===== src/rtl/mix_columns_engine.sv =====
// Iterative MixColumns / InvMixColumns engine for an NB-column Rijndael state.
// Transforms COLS_PER_CYCLE columns per clock in place and holds the result until accepted.
module mix_columns_engine #(
    parameter int NB             = 4,
    parameter int COLS_PER_CYCLE = 1
) (
    input  logic            clk_i,
    input  logic            rst_ni,
    input  logic            in_valid_i,
    output logic            in_ready_o,
    input  logic            in_inv_i,
    input  logic [32*NB-1:0] in_state_i,
    output logic            out_valid_o,
    input  logic            out_ready_i,
    output logic [32*NB-1:0] out_state_o,
    output logic            busy_o
);

    localparam int SW = 32 * NB;
    localparam int IW = 4;
    localparam logic [IW-1:0] STEP = IW'(COLS_PER_CYCLE);
    localparam logic [IW-1:0] LAST = IW'(NB - COLS_PER_CYCLE);

    generate
        if (NB < 4 || NB > 8 || COLS_PER_CYCLE < 1 || (NB % COLS_PER_CYCLE) != 0) begin : g_bad_param
            $error("mix_columns_engine: illegal NB/COLS_PER_CYCLE combination");
        end
    endgenerate

    typedef enum logic [1:0] {
        ST_IDLE = 2'd0,
        ST_RUN  = 2'd1,
        ST_DONE = 2'd2
    } state_e;

    state_e           state_q;
    logic [IW-1:0]    col_idx_q;
    logic             inv_q;
    logic [SW-1:0]    data_q;
    logic [SW-1:0]    data_d;
    logic [SW-1:0]    out_state_q;
    logic             out_valid_q;
    logic             busy_q;
    logic             in_ready_q;

    function automatic logic [7:0] xtime(input logic [7:0] a);
        return {a[6:0], 1'b0} ^ (a[7] ? 8'h1b : 8'h00);
    endfunction

    // One column through the forward or inverse matrix; all products from chained xtime.
    function automatic logic [31:0] mix_col(input logic [31:0] col, input logic inv);
        logic [7:0]  a  [4];
        logic [7:0]  x2 [4];
        logic [7:0]  x4 [4];
        logic [7:0]  x8 [4];
        logic [31:0] res;
        res = 32'h0000_0000;
        for (int i = 0; i < 4; i++) begin
            a[i]  = col[31-8*i -: 8];
            x2[i] = xtime(a[i]);
            x4[i] = xtime(x2[i]);
            x8[i] = xtime(x4[i]);
        end
        for (int i = 0; i < 4; i++) begin
            if (inv) begin
                res[31-8*i -: 8] = (x8[i] ^ x4[i] ^ x2[i])
                                 ^ (x8[(i+1)%4] ^ x2[(i+1)%4] ^ a[(i+1)%4])
                                 ^ (x8[(i+2)%4] ^ x4[(i+2)%4] ^ a[(i+2)%4])
                                 ^ (x8[(i+3)%4] ^ a[(i+3)%4]);
            end else begin
                res[31-8*i -: 8] = x2[i]
                                 ^ (x2[(i+1)%4] ^ a[(i+1)%4])
                                 ^ a[(i+2)%4]
                                 ^ a[(i+3)%4];
            end
        end
        return res;
    endfunction

    // Next working state: the current group of columns transformed in place.
    always_comb begin
        data_d = data_q;
        for (int k = 0; k < COLS_PER_CYCLE; k++) begin
            data_d[SW-1-32*(int'(col_idx_q)+k) -: 32] =
                mix_col(data_q[SW-1-32*(int'(col_idx_q)+k) -: 32], inv_q);
        end
    end

    // Control FSM with registered handshake outputs; result is copied out only when complete.
    always_ff @(posedge clk_i or negedge rst_ni) begin
        if (!rst_ni) begin
            state_q     <= ST_IDLE;
            col_idx_q   <= '0;
            inv_q       <= 1'b0;
            data_q      <= '0;
            out_state_q <= '0;
            out_valid_q <= 1'b0;
            busy_q      <= 1'b0;
            in_ready_q  <= 1'b1;
        end else begin
            case (state_q)
                ST_IDLE: begin
                    if (in_valid_i) begin
                        data_q     <= in_state_i;
                        inv_q      <= in_inv_i;
                        col_idx_q  <= '0;
                        busy_q     <= 1'b1;
                        in_ready_q <= 1'b0;
                        state_q    <= ST_RUN;
                    end
                end
                ST_RUN: begin
                    data_q <= data_d;
                    if (col_idx_q == LAST) begin
                        col_idx_q   <= '0;
                        out_state_q <= data_d;
                        out_valid_q <= 1'b1;
                        state_q     <= ST_DONE;
                    end else begin
                        col_idx_q <= col_idx_q + STEP;
                    end
                end
                ST_DONE: begin
                    if (out_ready_i) begin
                        out_state_q <= '0;
                        out_valid_q <= 1'b0;
                        busy_q      <= 1'b0;
                        in_ready_q  <= 1'b1;
                        state_q     <= ST_IDLE;
                    end
                end
                default: begin
                    col_idx_q   <= '0;
                    out_state_q <= '0;
                    out_valid_q <= 1'b0;
                    busy_q      <= 1'b0;
                    in_ready_q  <= 1'b1;
                    state_q     <= ST_IDLE;
                end
            endcase
        end
    end

    // in_ready must read low for the whole time reset is held, not just after the first edge.
    assign in_ready_o  = in_ready_q & rst_ni;
    assign out_valid_o = out_valid_q;
    assign out_state_o = out_state_q;
    assign busy_o      = busy_q;

endmodule

===== config.mk =====
export PLATFORM = sky130hd
export DESIGN_NAME = mix_columns_engine
export DESIGN_NICKNAME = d
export VERILOG_FILES = /design/src/rtl/mix_columns_engine.sv
export SDC_FILE = /design/constraint.sdc
export NUM_CORES = 1
export LEC_CHECK = 0
export BUFFER_PORTS_ARGS = -buffer_cell sky130_fd_sc_hd__buf_4
export CAP_MARGIN = 20
export CORE_ASPECT_RATIO = 0.6
export CORE_MARGIN = 5
export CORE_UTILIZATION = 45
export CTS_BUF_LIST = sky130_fd_sc_hd__clkbuf_8 sky130_fd_sc_hd__clkbuf_16
export DETAILED_ROUTE_END_ITERATION = 16
export HOLD_SLACK_MARGIN = 0.12
export MAX_ROUTING_LAYER = met4
export PLACE_DENSITY = 0.77
export SKIP_CTS_REPAIR_TIMING = 1
export SYNTH_ARGS = -nofsm -noshare
export SYNTH_HDL_FRONTEND = slang
export SYNTH_SLANG_ARGS = --single-unit
export TNS_END_PERCENT = 20

===== constraint.sdc =====
create_clock -name clk_i -period 5 [get_ports clk_i]
set_input_delay 1 -clock clk_i [delete_from_list [all_inputs] [get_ports clk_i]]
set_output_delay 1 -clock clk_i [all_outputs]
set_load 0.05 [all_outputs]

==> metrics.md <==
| Metric | Value |
|---|---|
| Htree depth | 1 |
| Clock Path Buffers | 3 |
| Netlist cell types | 81 |
| Minimum clock period after layout | 4.38 ns |
| Worst path required time | 5.43 ns |
| Syn_area_per_cell | 9.70 sq um |
| Hold Fails Final Rpt | 0 |
| Crit path buf inv count | 1 |
| Drt first pass iters | 7 |
| Via count | 16,200 |
| Crit-path cells | buf_4, mux2i_1, nor3_1, a211oi_2, nand2_2, a2111oi_4, xor3_2, xnor2_1, a21oi_2, xnor2_2, o21ai_1 |
| Die H | 158 um |
| Worst Tran Pin Value | 1.12 ns |
| Asr flop ratio synth | 100% |
| Post-synth top flop | dfrtp_1 |
| I/O pin total | 264 |
| Die X-Extent | 257 um |
| Final Cycle Share | 87.5% |
| Final setup violation count | 0 |
| Max-slew violations | 0 |
| Worst Hold Class | in2async |
| Cell Area, Synth | 0.0164 sq mm |
| Vias in the first global route | 15,200 |
| Worst setup SP type | flop |
| Starting Density | 45.4% |
| Register area share after synthesis | 40.6% |
| CTS Sinks | 266 |
| CTS Buf Count | 26 |
| Nets | 2,099 |
| Storage cell area | 0.00666 sq mm |
| Synth area leader | dfrtp_1 |
| FP Rows | 54 |
| Status | finished clean |
| Diodes inserted | 0 |
| Fmax | 229 MHz |
| Pin count of the biggest net entering global routing | 124 |
| RSZ-0062 raised after global routing | no |
| Dpl hpwl | 53,100 um |
| Synth top area cells | dfrtp_1 (40%), xnor2_1 (5.9%), o21ai_0 (5.8%) |
| Number of remaining DRC errors | 0 |
| Clock Latency Late Sink | 0.59 ns |
| Slowest cell delay on critical path | 0.77 ns |
| Setup Skew | 0.0229 ns |
| Maxcap violations | 0 |
| Slowest cell on crit path | dfrtp_4 |
| Cells after Synth | 1,692 |
| Core Footprint | 0.0361 sq mm |
| GRT Util Overall | 34.7% |
| Share of cells above drive strength 1 | 26.8% |
| First-pass GRT wire length | 103,000 um |
| Number of synthesized register bits | 266 |
| Worst path top cell family by delay | XOR/XNOR gates |
| Syn Nets | 1,827 |
| R2r startpoint | col_idx_q[0] |
| CP Capture Type | flop |
| Worst Setup SP | col_idx_q[0] |
| Crit Path Max Fanout | 33 |
| Top cell type's share of synthesized area | 40.4% |
| Post-synth EDFFs | 0 |
| Critical setup path kind | reg2reg |
| DR vias/cell | 6.59 |
| Register-to-register setup slack | 0.62 ns |
| Min setup slack post-route | 0.624 ns |
| Drt total wl | 70,900 um |
| Post-place setup slack | 0.714 ns |
| GR Overflow Total | 0 |
| Worst-path clk slew | 0.08 ns |
| Setup TNS | 0 ns |
| Arrival time worst endpoint | 4.81 ns |
| Rel. slew slack | 24.9% |
| TritonCTS clock tree | built |
| Multi-input combinational cell area | 0.00910 sq mm |
| Final RePlAce weighted congestion | 1.02 |
| Initial antenna violation count | 0 |
| Root buffer cell | clkbuf_16 |
| Fillers | 3,103 |
| Die area | 0.0405 sq mm |
| Initial drt markers | 2,754 |
| DR WL/cell | 28.8 um |
| Area delta synth->final | 23.7% |
| PortBufs | 263 |
| Yosys Warn Count | 0 |
| Detail Route Antenna Nets | 0 |
## kinds of logic after synthesis
family | after synthesis | share of synthesized area, %
buffers and inverters | 157 | 4.33
XOR/XNOR | 211 | 13.8
multiplexers | 93 | 5.94
flip-flops | 266 | 40.6
AO/OA/AOI/OAI | 638 | 26.2
adder cells (fa/ha/maj) | 2 | 0.152
AND/OR/NAND/NOR | 325 | 8.95
## stage by stage
| stage | util [%] | std cells | area (sq um) | hold WS [ns] |
|---|---|---|---|---|
| 3_5_place_dp | 53.7 | 2409 | 19400 | 0.467 |
| 2_1_floorplan | - | 1692 | 16400 | 0.468 |
| 5_1_grt | 56.2 | 2460 | 20300 | 0.429 |
| 4_1_cts | 56.1 | 2457 | 20300 | 0.422 |
| 6_report | 56.2 | 2460 | 20300 | 0.400 |
| 3_3_place_gp | 53.6 | 2408 | 19400 | 0.463 |
## layer usage
layer  routed length (um)  up-vias  global-route usage, %
met3                10300      136                   10.5
met1                30200     7959                   50.9
met2                28600     1312                   47.2
met5                    0        -                      -
li1                     -     6808                      -
met4                 1770        0                   7.41
## layout make-up
type | count | share of cell area (%)
clock inverters | 14 | 0.573
repair buffers | 387 | 14.9
multi-input cells | 1269 | 44.8
inverters | 14 | 0.259
flip-flops and latches | 266 | 32.8
well taps | 476 | 2.93
clock buffers | 34 | 3.75
## registers in the layout, indices dropped and copies added, names as in the netlist
register / cells
busy_o: 1
in_ready_q: 1
out_valid_o: 1
state_q: 2
data_q: 128
col_idx_q: 4
inv_q: 1
out_state_o: 128
## synth_stat cells (5+ instances only)
master and count:
mux2i_1 69, clkbuf_1 103, mux2_2 22, o21ai_1 59
o21ai_0 191, a21oi_1 81, a32oi_1 85, and2_1 5
xor2_1 62, a22oi_1 87, nand4_1 6, o22ai_4 5
a211oi_1 7, xnor2_1 110, a22o_1 21, inv_1 14
or3_1 7, xnor3_1 10, a222oi_1 9, o31ai_1 12
xor2_2 5, a211o_1 5, a21oi_2 8, nor3_1 24
buf_2 16, dfrtp_1 265, buf_1 9, o22ai_1 26
nand3_1 19, o22ai_2 5, buf_6 12, xnor2_2 17
nor2_1 80, nand2b_1 9, nand2_1 144
## path summary, 6_finish.rpt
check,endpoint,cells past startpoint
max,out_state_o[35],11
min,data_q[103],1
max reg2reg,out_state_o[35],11
min reg2reg,out_state_o[119],1
max in group asynchronous,inv_q,2
min in group clk_i,out_state_o[119],1
## placed cells by master (no fill, tap or decap), types with 12 or more instances in the layout
master     count
o21ai_0      187
nor3_1        24
o31ai_1       12
mux2_2        22
o21ai_1       59
a22oi_1       87
nand3_1       19
a32oi_1       85
clkbuf_16     26
nand2_1      144
nor2_1        77
mux2i_1       69
buf_4        378
dfrtp_1      263
xnor2_2       17
o22ai_1       26
inv_1         22
xor2_1        62
xnor2_1      110
a21oi_1       81
a22o_1        21
Power is not shown: default switching activity piles up to over one toggle a cycle in this logic, so the estimate is an artifact.
